File: src/rtl/instruction_fetch_unit_if.sv
// Fetch-unit boundary: instruction memory read port, redirect input,
// decode-side valid/ready stream and halt status.
interface instruction_fetch_unit_if;
    logic [63:0] imem_addr;
    logic [31:0] imem_instr;
    logic        redirect_valid;
    logic [63:0] redirect_pc;
    logic        out_valid;
    logic        out_ready;
    logic [31:0] out_instr;
    logic [63:0] out_pc;
    logic        halted;

    modport master (
        output imem_addr, out_valid, out_instr, out_pc, halted,
        input  imem_instr, redirect_valid, redirect_pc, out_ready
    );

    modport slave (
        input  imem_addr, out_valid, out_instr, out_pc, halted,
        output imem_instr, redirect_valid, redirect_pc, out_ready
    );
endinterface

File: src/rtl/instruction_fetch_unit.sv
// Owns the PC, reads one word per cycle from a combinational instruction memory
// and buffers {pc, instr} in a small FIFO toward decode; halts on ECALL/range.
module instruction_fetch_unit #(
    parameter logic [63:0] RESET_PC   = 64'h0,
    parameter int          FIFO_DEPTH = 2,
    parameter int          IMEM_WORDS = 1024,
    parameter logic [31:0] ECALL_WORD = 32'h00000073
) (
    input  logic                          clk,
    input  logic                          rst_n,
    instruction_fetch_unit_if.master      bus
);
    localparam int          PW       = (FIFO_DEPTH > 1) ? $clog2(FIFO_DEPTH) : 1;
    localparam int          CW       = $clog2(FIFO_DEPTH) + 1;
    localparam logic [CW-1:0] DEPTH_C  = CW'(FIFO_DEPTH);
    localparam logic [63:0]   PC_LIMIT = 64'(4 * IMEM_WORDS);

    typedef enum logic {RUN, HALT} state_e;

    state_e        state_q, state_d;
    logic [63:0]   pc_q, pc_d;
    logic [CW-1:0] count_q, count_d;
    logic [PW-1:0] rd_ptr_q, rd_ptr_d, wr_ptr_q, wr_ptr_d;
    logic [63:0]   buf_pc    [FIFO_DEPTH];
    logic [31:0]   buf_instr [FIFO_DEPTH];

    logic push, pop, flush;
    logic unused_redirect_lsbs;

    assign unused_redirect_lsbs = ^bus.redirect_pc[1:0];

    assign pop           = (count_q != '0) && bus.out_ready;
    assign bus.imem_addr = pc_q;
    assign bus.out_valid = (count_q != '0);
    assign bus.out_pc    = bus.out_valid ? buf_pc[rd_ptr_q]    : 64'h0;
    assign bus.out_instr = bus.out_valid ? buf_instr[rd_ptr_q] : 32'h0;
    assign bus.halted    = (state_q == HALT) && (count_q == '0);

    always_comb begin
        state_d = state_q;
        pc_d    = pc_q;
        push    = 1'b0;
        flush   = 1'b0;
        if (bus.redirect_valid) begin
            flush   = 1'b1;
            pc_d    = {bus.redirect_pc[63:2], 2'b00};
            state_d = RUN;
        end else if (state_q == RUN && pc_q >= PC_LIMIT) begin
            state_d = HALT;
        end else if (state_q == RUN && count_q < DEPTH_C) begin
            // Space is judged on the registered count; a same-cycle pop does not help.
            push = 1'b1;
            pc_d = pc_q + 64'd4;
            if (bus.imem_instr == ECALL_WORD) state_d = HALT;
        end
    end

    always_comb begin
        count_d  = count_q;
        rd_ptr_d = rd_ptr_q;
        wr_ptr_d = wr_ptr_q;
        if (flush) begin
            count_d  = '0;
            rd_ptr_d = '0;
            wr_ptr_d = '0;
        end else begin
            if (push) wr_ptr_d = wr_ptr_q + 1'b1;
            if (pop)  rd_ptr_d = rd_ptr_q + 1'b1;
            case ({push, pop})
                2'b10:   count_d = count_q + 1'b1;
                2'b01:   count_d = count_q - 1'b1;
                default: count_d = count_q;
            endcase
        end
    end

    always_ff @(posedge clk or negedge rst_n) begin
        if (!rst_n) begin
            state_q  <= RUN;
            pc_q     <= RESET_PC;
            count_q  <= '0;
            rd_ptr_q <= '0;
            wr_ptr_q <= '0;
        end else begin
            state_q  <= state_d;
            pc_q     <= pc_d;
            count_q  <= count_d;
            rd_ptr_q <= rd_ptr_d;
            wr_ptr_q <= wr_ptr_d;
        end
    end

    // Entry storage needs no reset: outputs are gated by count.
    always_ff @(posedge clk) begin
        if (push) begin
            buf_pc[wr_ptr_q]    <= pc_q;
            buf_instr[wr_ptr_q] <= bus.imem_instr;
        end
    end
endmodule

File: src/flat_wrapper.sv
// flat-port wrapper written by rule: the top's interface ports become plain ports
module instruction_fetch_unit_flat 
#(
    parameter logic [63:0] RESET_PC   = 64'h0,
    parameter int          FIFO_DEPTH = 2,
    parameter int          IMEM_WORDS = 1024,
    parameter logic [31:0] ECALL_WORD = 32'h00000073
)
  (clk, rst_n, bus_imem_addr, bus_out_valid, bus_out_instr, bus_out_pc, bus_halted, bus_imem_instr, bus_redirect_valid, bus_redirect_pc, bus_out_ready);
  instruction_fetch_unit_if bus_i ();
  input  logic clk;
  input  logic rst_n;
  output wire logic [$bits(bus_i.imem_addr)-1:0] bus_imem_addr;
  output wire logic [$bits(bus_i.out_valid)-1:0] bus_out_valid;
  output wire logic [$bits(bus_i.out_instr)-1:0] bus_out_instr;
  output wire logic [$bits(bus_i.out_pc)-1:0] bus_out_pc;
  output wire logic [$bits(bus_i.halted)-1:0] bus_halted;
  input wire logic [$bits(bus_i.imem_instr)-1:0] bus_imem_instr;
  input wire logic [$bits(bus_i.redirect_valid)-1:0] bus_redirect_valid;
  input wire logic [$bits(bus_i.redirect_pc)-1:0] bus_redirect_pc;
  input wire logic [$bits(bus_i.out_ready)-1:0] bus_out_ready;
  assign bus_imem_addr = bus_i.imem_addr;
  assign bus_out_valid = bus_i.out_valid;
  assign bus_out_instr = bus_i.out_instr;
  assign bus_out_pc = bus_i.out_pc;
  assign bus_halted = bus_i.halted;
  assign bus_i.imem_instr = bus_imem_instr;
  assign bus_i.redirect_valid = bus_redirect_valid;
  assign bus_i.redirect_pc = bus_redirect_pc;
  assign bus_i.out_ready = bus_out_ready;
  instruction_fetch_unit #(.RESET_PC(RESET_PC), .FIFO_DEPTH(FIFO_DEPTH), .IMEM_WORDS(IMEM_WORDS), .ECALL_WORD(ECALL_WORD)) u_core (.clk(clk), .rst_n(rst_n), .bus(bus_i));
endmodule
File: config.mk
export PLATFORM = sky130hd
export DESIGN_NAME = instruction_fetch_unit_flat
export DESIGN_NICKNAME = d
export VERILOG_FILES = /design/src/rtl/instruction_fetch_unit_if.sv /design/src/rtl/instruction_fetch_unit.sv /design/src/flat_wrapper.sv
export SDC_FILE = /design/constraint.sdc
export NUM_CORES = 1
export LEC_CHECK = 0
export CAP_MARGIN = 25
export CORE_MARGIN = 8
export CORE_UTILIZATION = 45
export DETAILED_ROUTE_END_ITERATION = 8
export PLACE_DENSITY = 0.75
export SYNTH_ARGS = -nofsm -noshare
export SYNTH_HDL_FRONTEND = slang
export SYNTH_SLANG_ARGS = --single-unit
File: constraint.sdc
create_clock -name clk -period 12.14 [get_ports clk]
set_input_delay 1.214 -clock clk [delete_from_list [all_inputs] [get_ports clk]]
set_output_delay 1.214 -clock clk [all_outputs]
set_load 0.05 [all_outputs]
==> key figures, run 1 <==
Drt
  • Iter 0 DRT Violations: 270
  • Via Count: 6,279
  • Wire per inst: 20.3 um
  • Drt drc: 0
  • First-pass detailed-route iteration total: 4
  • Routed Antenna Nets: 0
  • Via-to-Cell Ratio: 5.19
  • DRT Wirelength: 24,600 um

Clock network
  • Worst skew pair latency: 0.52 ns
  • CTS root buf: clkbuf_16
  • Clock Tree Buf Depth: 3
  • TritonCTS buffer count: 26
  • H-tree depth: 1
  • TritonCTS Sinks: 255
  • Post-CTS sizing: 0
  • CTS tree: yes
  • Hold-fix buffers, CTS: 0
  • Reg clk slew, reported paths: 0.06 ns
  • Setup bufs post-CTS: 0

Worst setup path
  • CP max stage delay: 0.95 ns
  • CP endpoint kind: primary output
  • Worst-path cell chain: buf_4, mux2i_1, nor2_1, clkdlybuf4s50_1
  • Startpoint Class: flop
  • Slowest stage cell, crit path: dfrtp_4
  • Worst r2r src: u_core.bus.imem_addr[34]
  • Crit path max fanout: 50
  • End point of the critical path: bus_out_pc[3]
  • Classification of the worst setup path: flop to primary output
  • Worst setup path startpoint: u_core.rd_ptr_q
  • Register-to-register setup slack: 8.56 ns
  • Critical R2R Capture: u_core.buf_pc[1][62]
  • Worst EP arrival: 3.55 ns
  • Worst EP required: 10.93 ns
  • Reg2reg path depth: 6

Min path
  • Hold depth: 0
  • HP Class: flop to flop

Floorplanning
  • Initial Utilization: 46.1%
  • Die area: 0.0275 sq mm
  • Die Width: 166 um
  • Num rows: 54
  • Core Region: 0.0219 sq mm
  • Die height: 166 um
  • Ports: 262

Global route
  • GRT Residual Overflow: 0
  • Number of global-route vias before repair: 6,641
  • All-layer global routing usage: 17.5%
  • Largest net degree at the start of global routing: 97
  • Initial antenna violation count: 1
  • First-pass GRT wire length: 38,600 um

Placement
  • Placer Congestion: 0.786
  • Place WS: 7.89 ns
  • DP HPWL: 16,800 um
  • PortBufs: 255

Logic synthesis
  • #FFs+latches synth: 255
  • Synth area leader: edfxtp_1
  • Share of the synthesized area in the top cell type: 56.0%
  • Ys async rst share: 26.3%
  • Yosys cell types: 36
  • Most frequent cell after synthesis: edfxtp_1
  • Main area contributors after synthesis: edfxtp_1 (56%), dfrtp_1 (17%), mux2i_1 (9.7%), mux2_2 (5.7%), nor2_1 (4.1%)
  • Synth warn: 0
  • Post-synth EDFFs: 188
  • Synth Instances: 649
  • Netlist Area Pre-Place: 0.0101 sq mm
  • Syn_area_per_cell: 15.5 sq um
  • Top post-synthesis cells by count: edfxtp_1 (188), nor2_1 (110), mux2i_1 (98)
  • Sequential fraction of the synthesis area: 72.6%
  • Top_reg_cell synth: edfxtp_1

Timing
  • Max-slew violations: 0
  • Final Skew: 0.0207 ns
  • Slew of the pin with the lowest slew margin: 1.04 ns
  • Relative slew slack: 29.9%
  • Final setup TNS: 0 ns
  • Final Hold Violating Endpoints: 0
  • Final Cycle Share: 39.3%
  • RSZ-0062 raised after global routing: no
  • PnR worst setup slack: 7.37 ns
  • Max Freq: 210 MHz
  • Fin crit period: 4.77 ns
  • Final setup viols: 0

Pwr
  • P per Cell Area: 145 mW/mm^2
  • Pleak: 4.62 nW
  • Maximum VDD drop: 95.1 uV

Layout
  • Nets: 1,013
  • Final core occ: 63.2%
  • Area grow syn2layout: 37.1%
  • Fillers: 1,629
  • Antenna fix cells: 0
  • Layout cell share with drive strength beyond 1: 11.6%

Outcome
  • Status: finished clean

Flow run
  • Max-cap check violation count: 0
[worst min path at each step]
stage,startpoint,endpoint,slack [ns]
6_report,u_core.bus.imem_addr[20],u_core.buf_pc[1][20],0.53
5_1_grt,u_core.bus.imem_addr[33],u_core.buf_pc[1][33],0.55
4_1_cts,u_core.bus.imem_addr[53],u_core.buf_pc[0][53],0.52
3_5_place_dp,u_core.bus.imem_addr[39],u_core.buf_pc[0][39],0.52
3_3_place_gp,u_core.bus.imem_addr[41],u_core.buf_pc[0][41],0.50
2_1_floorplan,u_core.wr_ptr_q,u_core.wr_ptr_q,0.52
[kinds of logic (layout without fill, tap and decap cells)]
kind of cell | count (synthesis) | after routing | synth area share (%)
xor gates and xnor gates | 5 | 5 | 0.434
buffers and inverters | 38 | 316 | 1.56
and+or+nand+nor | 181 | 181 | 8.48
adders and majority gates | 3 | 3 | 0.372
DFF | 255 | 255 | 72.6
muxes | 149 | 149 | 15.4
AOI/OAI and AO/OA | 17 | 17 | 1.08
other | 1 | 4 | 0.0372
[state kept, by name, summed over array words and instances, names as in the netlist]
register / count
u_core.buf_pc: 124
u_core.buf_instr: 64
u_core.bus.imem_addr: 62
u_core.count_q: 2
u_core.rd_ptr_q: 1
u_core.state_q: 1
u_core.wr_ptr_q: 1
[through the flow]
step	hold WS (ns)	instance area (sq um)	std cells	total power, mW
2_1_floorplan	0.524	10100	652	1.12
3_3_place_gp	0.499	12900	1161	1.21
3_5_place_dp	0.517	12900	1161	1.22
4_1_cts	0.525	13800	1209	2.03
5_1_grt	0.549	13800	1210	2.07
6_report	0.529	13800	1210	2.00
[placed cells by master, fill, tap and decap left out, types with 2 or more instances in the layout]
cell | netlist | final
clkbuf_16 | 0 | 27
nand2_1 | 17 | 17
inv_1 | 4 | 4
clkbuf_8 | 0 | 3
clkinvlp_4 | 0 | 2
bufinv_16 | 0 | 3
clkdlybuf4s50_1 | 0 | 253
dfrtp_1 | 67 | 66
mux2_2 | 51 | 51
a31oi_1 | 4 | 4
nor3_1 | 4 | 4
and3_1 | 3 | 2
clkbuf_1 | 13 | 9
buf_4 | 4 | 9
nand3_1 | 3 | 3
a22oi_1 | 3 | 3
xnor2_1 | 4 | 4
ha_1 | 3 | 3
nand4_1 | 7 | 7
nor4_2 | 4 | 4
conb_1 | 1 | 4
nor4bb_1 | 2 | 2
and2_1 | 3 | 3
or3_1 | 2 | 2
nor2_1 | 110 | 108
nand4b_1 | 2 | 2
edfxtp_1 | 188 | 188
o21ai_0 | 6 | 6
clkinv_1 | 0 | 2
nor2b_1 | 3 | 3
mux2i_1 | 98 | 98
nor4_1 | 17 | 17
nor2_4 | 0 | 2
[area by class of cell]
class                           instances  area (sq um)  area share [%]
Multi-Input combinational cell        359          2640            19.1
Clock buffer                           39           751            5.43
Sequential cell                       255          7330            53.0
Timing Repair Buffer                  264          2630            19.0
Clock inverter                          9           124           0.896
Inverter                                4          15.0           0.109
Tap cell                              280           350            2.53
[worst max-delay path: cells and delay by family, from the launching register on]
kind                   cells  cell delay (ns)
buffers and inverters      2             1.63
flip-flops                 1             0.95
multiplexers               1             0.19
AND/OR/NAND/NOR            1             0.15
[routing by layer]
metal	GRT usage, %	vias to the layer above	routed length [um]
met5	0	-	16
met4	4.00	2	374
met3	7.22	28	2470
met2	28.6	218	11800
met1	21.2	3106	9970
li1	-	2925	-
[report_power, final]
| group | internal [mW] | total [mW] | leakage (nW) | switching (mW) |
|---|---|---|---|---|
| clock | 0.490 | 0.804 | 0.419 | 0.313 |
| combinational | 0.0834 | 0.202 | 1.72 | 0.119 |
| sequential | 0.965 | 0.999 | 2.48 | 0.0335 |
No activity file was read; power rests on OpenSTA's default activity.
==> run 2, diff against run 1 <==
==> constraint.sdc (replaced) <==
create_clock -name clk -period 4.85 [get_ports clk]
set_input_delay 0.485 -clock clk [delete_from_list [all_inputs] [get_ports clk]]
set_output_delay 0.485 -clock clk [all_outputs]
set_load 0.05 [all_outputs]
==> key figures, run 2 (synthesis results as in run 1) <==
Clock network
  • Worst skew pair latency: 0.53 ns (was 0.52 ns)
  • TritonCTS Sinks: 255 (unchanged)
  • H-tree depth: 1 (unchanged)
  • Setup bufs post-CTS: 0 (unchanged)
  • Reg clk slew, reported paths: 0.06 ns (about the same)
  • Clock Tree Buf Depth: 3 (unchanged)
  • TritonCTS buffer count: 26 (unchanged)
  • CTS root buf: clkbuf_16 (unchanged)
  • CTS tree: yes (unchanged)

Worst setup path
  • Worst r2r src: u_core.bus.imem_addr[34] (unchanged)
  • Worst path top cell family by delay: buffers and inverters (unchanged)
  • Worst EP required: 4.37 ns (was 10.93 ns)
  • Reg2reg path depth: 6 (unchanged)
  • CP max stage delay: 0.87 ns (was 0.95 ns)
  • Worst setup path startpoint: u_core.rd_ptr_q (unchanged)
  • Startpoint Class: flop (unchanged)
  • Critical R2R Capture: u_core.buf_pc[1][62] (unchanged)
  • CP bufs+invs: 2 (unchanged)
  • Stages on the worst setup path: 4 (unchanged)
  • End point of the critical path: bus_out_pc[28] (was bus_out_pc[3])
  • CP endpoint kind: primary output (unchanged)
  • Register-to-register setup slack: 1.57 ns (was 8.56 ns)
  • Slowest stage cell, crit path: clkdlybuf4s50_1 (was dfrtp_4)
  • Worst-path cell chain: buf_4, mux2i_1, nor2_1, clkdlybuf4s50_1 (unchanged)
  • Classification of the worst setup path: flop to primary output (unchanged)
  • Worst EP arrival: 2.96 ns (was 3.55 ns)
  • Crit path max fanout: 34 (was 50)

Drt
  • DRT Wirelength: 24,800 um (was 24,600 um)
  • First-pass detailed-route iteration total: 5 (was 4)
  • Via-to-Cell Ratio: 5.17 (was 5.19)
  • Iter 0 DRT Violations: 241 (was 270)
  • Drt drc: 0 (unchanged)
  • Via Count: 6,271 (was 6,279)
  • Wire per inst: 20.4 um (was 20.3 um)
  • Routed Antenna Nets: 0 (unchanged)

Floorplanning
  • Num rows: 54 (unchanged)
  • Ports: 262 (unchanged)
  • Initial Utilization: 46.1% (unchanged)
  • Core Region: 0.0219 sq mm (unchanged)
  • Die area: 0.0275 sq mm (unchanged)
  • Die height: 166 um (unchanged)
  • Die Width: 166 um (unchanged)

Timing
  • Max Freq: 290 MHz
  • RSZ-0062 raised after global routing: no (unchanged)
  • Slew of the pin with the lowest slew margin: 1.04 ns (about the same)
  • Final Skew: 0.0280 ns (was 0.0207 ns)
  • Final setup viols: 0 (unchanged)
  • Fin crit period: 3.45 ns
  • Final Cycle Share: 71.1%
  • Relative slew slack: 30.0% (was 29.9%)
  • Max-slew violations: 0 (unchanged)
  • Final Hold Violating Endpoints: 0 (unchanged)
  • WHS: 0.326 ns (was 0.529 ns)
  • Final setup TNS: 0 ns (unchanged)

Min path
  • HP Class: input port to async pin (was flop to flop)

Pwr
  • Maximum VDD drop: 403 uV (was 95.1 uV)
  • Clock share of power: 39.5% (was 40.1%)
  • Total power: 4.97 mW (was 2.00 mW)
  • Internal: 3.80 mW (was 1.54 mW)
  • P per Cell Area: 358 mW/mm^2 (was 145 mW/mm^2)
  • Logic pwr share: 10.3% (was 10.1%)
  • Sequential power share: 50.2% (was 49.8%)
  • P_sw: 1.17 mW (was 0.465 mW)
  • Sw Share: 23.5% (was 23.2%)
  • Pleak: 4.63 nW (was 4.62 nW)

Layout
  • Sequential cell area: 0.00733 sq mm (unchanged)
  • Most frequent cells in the layout: clkdlybuf4s50_1 (253), edfxtp_1 (188), nor2_1 (108) (unchanged)
  • Max FFs per register: 124 (unchanged)
  • Area grow syn2layout: 37.4% (was 37.1%)
  • Most flop-heavy register: u_core.buf_pc (unchanged)
  • Final Cell Area: 0.0139 sq mm (was 0.0138 sq mm)
  • Layout cell share with drive strength beyond 1: 11.6% (about the same)
  • Nets: 1,015 (was 1,013)
  • Fillers: 1,649 (was 1,629)
  • Most common cell after layout, fill and taps aside: clkdlybuf4s50_1 (unchanged)
  • Final core occ: 63.3% (was 63.2%)
  • Area of the multi-input gates: 0.00264 sq mm (unchanged)

Placement
  • DP HPWL: 16,800 um (about the same)
  • Placer Congestion: 0.778 (was 0.786)
  • PortBufs: 255 (unchanged)
  • Cell Area, Placed: 0.0130 sq mm (was 0.0129 sq mm)

Flow run
  • Max-cap check violation count: 0 (unchanged)

Outcome
  • Status: finished clean (unchanged)

Global route
  • All-layer global routing usage: 17.4% (was 17.5%)
  • GRT Residual Overflow: 0 (unchanged)
  • Initial antenna violation count: 0 (was 1)
  • Number of global-route vias before repair: 6,619 (was 6,641)
  • Largest net degree at the start of global routing: 75 (was 97)
  • First-pass GRT wire length: 38,600 um (about the same)
==> run 2: repair_timing <==
action / in CTS / in global routing
resized for setup: 0 / 0
hold endpoints to repair: 0 / 4
hold buffers: 0 / 1
==> run 2: power by group through the flow <==
stage,Sequential [mW],Combinational (mW),Clock [mW]
5_1_grt,2.51,0.537,2.08
4_1_cts,2.50,0.513,2.00
6_report,2.50,0.511,1.96
3_3_place_gp,2.53,0.507,0
2_1_floorplan,2.70,0.0942,0
3_5_place_dp,2.54,0.510,0
==> run 2: final cells by class <==
cell class / count / area share, %
antenna: 1 / 0.0181
clock buffer: 39 / 5.41
clock inverter: 9 / 0.758
inverter: 4 / 0.108
multi-input combinational: 359 / 19.0
sequential: 255 / 52.9
tap: 280 / 2.53
timing repair buffer: 266 / 19.3
==> run 2: per-layer routing <==
metal | track usage [%] | up-vias | wire (um)
met1 | 20.5 | 3063 | 9820
met3 | 7.64 | 33 | 2570
met2 | 28.9 | 232 | 12000
met5 | 0 | - | 0
li1 | - | 2943 | -
met4 | 4.04 | 0 | 396
==> run 2: through the flow <==
step | cells | setup WS [ns]
4_1_cts | 1210 | 1.34
3_3_place_gp | 1162 | 1.64
3_5_place_dp | 1162 | 1.59
6_report | 1213 | 1.40
2_1_floorplan | 652 | 0.0576
5_1_grt | 1212 | 1.29
==> run 2: worst min-delay path by stage <==
stage / end / from / depth (start not counted)
floorplan: u_core.bus.imem_addr[10] / rst_n / 0
global placement: u_core.buf_pc[0][45] / u_core.bus.imem_addr[45] / 0
detailed placement: u_core.buf_pc[1][15] / u_core.bus.imem_addr[15] / 0
CTS: u_core.wr_ptr_q / rst_n / 1
global route: u_core.bus.imem_addr[23] / rst_n / 2
finish: u_core.bus.imem_addr[20] / rst_n / 2
==> run 3, diff against run 2 <==
==> constraint.sdc (replaced) <==
create_clock -name clk -period 3.44 [get_ports clk]
set_input_delay 0.344 -clock clk [delete_from_list [all_inputs] [get_ports clk]]
set_output_delay 0.344 -clock clk [all_outputs]
set_load 0.05 [all_outputs]
==> key figures, run 3 (synthesis results as in run 1) <==
Drt
  • Wire per inst: 20.4 um (about the same)
  • Via-to-Cell Ratio: 5.16 (was 5.17)
  • Iter 0 DRT Violations: 285 (was 241)
  • Via Count: 6,259 (was 6,271)
  • First-pass detailed-route iteration total: 4 (was 5)
  • DRT Wirelength: 24,700 um (was 24,800 um)
  • Routed Antenna Nets: 0 (unchanged)
  • Drt drc: 0 (unchanged)

Worst setup path
  • Stages on the worst setup path: 4 (unchanged)
  • Worst-path cell chain: buf_4, mux2i_1, nor2_1, clkdlybuf4s50_1 (unchanged)
  • Worst r2r src: u_core.bus.imem_addr[47] (was u_core.bus.imem_addr[34])
  • Reg2reg path depth: 6 (unchanged)
  • Worst EP arrival: 2.73 ns (was 2.96 ns)
  • Worst path top cell family by delay: buffers and inverters (unchanged)
  • Startpoint Class: flop (unchanged)
  • CP endpoint kind: primary output (unchanged)
  • Worst EP required: 3.10 ns (was 4.37 ns)
  • Register-to-register setup slack: 0.61 ns (was 1.57 ns)
  • Classification of the worst setup path: flop to primary output (unchanged)
  • Slowest stage cell, crit path: clkdlybuf4s50_1 (unchanged)
  • CP max stage delay: 0.83 ns (was 0.87 ns)
  • CP bufs+invs: 2 (unchanged)
  • Crit path max fanout: 28 (was 34)
  • Critical R2R Capture: u_core.buf_pc[1][11] (was u_core.buf_pc[1][62])

Pwr
  • P per Cell Area: 494 mW/mm^2 (was 358 mW/mm^2)
  • Pleak: 4.60 nW (was 4.63 nW)
  • Maximum VDD drop: 378 uV (was 403 uV)

Flow run
  • Max-cap check violation count: 0 (unchanged)

Timing
  • PnR worst setup slack: 0.363 ns (was 1.40 ns)
  • Final Hold Violating Endpoints: 0 (unchanged)
  • Final Skew: 0.0147 ns (was 0.0280 ns)
  • Slew of the pin with the lowest slew margin: 0.930 ns (was 1.04 ns)
  • Final setup viols: 0 (unchanged)
  • WHS: 0.164 ns (was 0.326 ns)
  • Max-slew violations: 0 (unchanged)
  • RSZ-0062 raised after global routing: no (unchanged)
  • Final Cycle Share: 89.4%
  • Fin crit period: 3.08 ns
  • Max Freq: 325 MHz
  • Relative slew slack: 38.0% (was 30.0%)

Layout
  • Final core occ: 63.7% (was 63.3%)
  • Most frequent cells in the layout: clkdlybuf4s50_1 (253), edfxtp_1 (188), nor2_1 (108) (unchanged)
  • Most flop-heavy register: u_core.buf_pc (unchanged)
  • Antenna fix cells: 0 (was 1)
  • Nets: 1,017 (was 1,015)
  • Post-Layout Cell Count: 1,213 (unchanged)
  • Final Cell Area: 0.0139 sq mm (about the same)
  • Most common cell after layout, fill and taps aside: clkdlybuf4s50_1 (unchanged)
  • Fillers: 1,658 (was 1,649)
  • Layout cell share with drive strength beyond 1: 14.9% (was 11.6%)
  • Area grow syn2layout: 38.2% (was 37.4%)
  • Max FFs per register: 124 (unchanged)

Clock network
  • CTS root buf: clkbuf_16 (unchanged)
  • Setup bufs post-CTS: 0 (unchanged)
  • TritonCTS buffer count: 26 (unchanged)
  • TritonCTS Sinks: 255 (unchanged)
  • Reg clk slew, reported paths: 0.06 ns (about the same)
  • Post-CTS sizing: 0 (unchanged)
  • Worst skew pair latency: 0.52 ns (was 0.53 ns)
  • H-tree depth: 1 (unchanged)
  • Clock Tree Buf Depth: 3 (unchanged)
  • CTS tree: yes (unchanged)

Global route
  • Number of global-route vias before repair: 6,628 (was 6,619)
  • GRT Residual Overflow: 0 (unchanged)
  • Largest net degree at the start of global routing: 97 (was 75)
  • All-layer global routing usage: 17.5% (was 17.4%)
  • First-pass GRT wire length: 38,700 um (was 38,600 um)
  • Initial antenna violation count: 0 (unchanged)

Floorplanning
  • Die height: 166 um (unchanged)
  • Core Region: 0.0219 sq mm (unchanged)
  • Initial Utilization: 46.1% (unchanged)
  • Num rows: 54 (unchanged)
  • Die area: 0.0275 sq mm (unchanged)
  • Ports: 262 (unchanged)
  • Die Width: 166 um (unchanged)

Placement
  • DP HPWL: 16,500 um (was 16,800 um)
  • Place WS: 0.629 ns (was 1.59 ns)
  • PortBufs: 255 (unchanged)
  • Placer Congestion: 0.784 (was 0.778)
  • Inst Count DP: 1,164 (was 1,162)
  • Cell Area, Placed: 0.0131 sq mm (was 0.0130 sq mm)

Outcome
  • Status: finished clean (unchanged)

Min path
  • HP Class: input port to async pin (unchanged)
## run 3: cell count changes in the layout (fill, tap and decap cells not counted), moves of 3 or more
cell | previous run | this run
clkbuf_1 | 8 | 13
buf_12 | 2 | 6
dfrtp_1 | 66 | 35
dfrtp_2 | 0 | 31
clkbuf_8 | 5 | 1
nor4_2 | 4 | 1
nor4_4 | 0 | 3
## run 3: repair_timing
action                                  4_1_cts  5_1_grt
hold endpoints to repair                      2        0
endpoints found under the setup margin        0        0
hold buffers                                  1        0
## run 3: stage by stage
step / power [mW] / setup TNS, ns
floorplan: 3.96 / -4.86
global placement: 4.30 / 0
detailed placement: 4.31 / 0
CTS: 6.97 / 0
global route: 7.13 / 0
finish: 6.89 / 0
## run 3: layout make-up
class / instances / area [sq um] / share of cell area (%)
Timing Repair Buffer: 268 / 2740 / 19.7
Sequential cell: 255 / 7360 / 52.9
Clock inverter: 6 / 57.6 / 0.413
Inverter: 4 / 15.0 / 0.108
Tap cell: 280 / 350 / 2.51
Clock buffer: 41 / 738 / 5.30
Multi-Input combinational cell: 359 / 2670 / 19.2
## run 3: worst reg2reg max path, stage by stage (launching register included)
cell,delay [ns]
dfrtp_2,0.43
nor4_1,0.39
nand4_1,0.49
nor4_4,0.39
buf_4,0.22
and3_4,0.24
buf_12,0.28
## run 3: power breakdown
part	internal, mW	total (mW)	switching (mW)
clock network	1.54	2.64	1.10
logic	0.300	0.719	0.420
registers	3.41	3.53	0.120
## run 3: how the worst max path moves through the flow
stage | from | to | slack, ns
after CTS | u_core.rd_ptr_q | bus_out_pc[59] | 0.32
after detailed placement | u_core.bus.imem_addr[47] | u_core.buf_instr[1][21] | 0.63
after global placement | u_core.bus.imem_addr[47] | u_core.buf_pc[0][45] | 0.62
after floorplan | u_core.bus.imem_addr[56] | u_core.buf_instr[0][0] | -0.05
after global routing | u_core.rd_ptr_q | bus_out_instr[30] | 0.21
final | u_core.rd_ptr_q | bus_out_pc[6] | 0.36
## run 3: per-layer routing
metal | share of wire, % | vias up | global-route usage [%]
met5 | 0 | - | 0
met4 | 0.98 | 0 | 3.41
met3 | 10 | 17 | 6.91
met2 | 49 | 237 | 28.5
met1 | 40 | 3076 | 21.7
li1 | - | 2929 | -
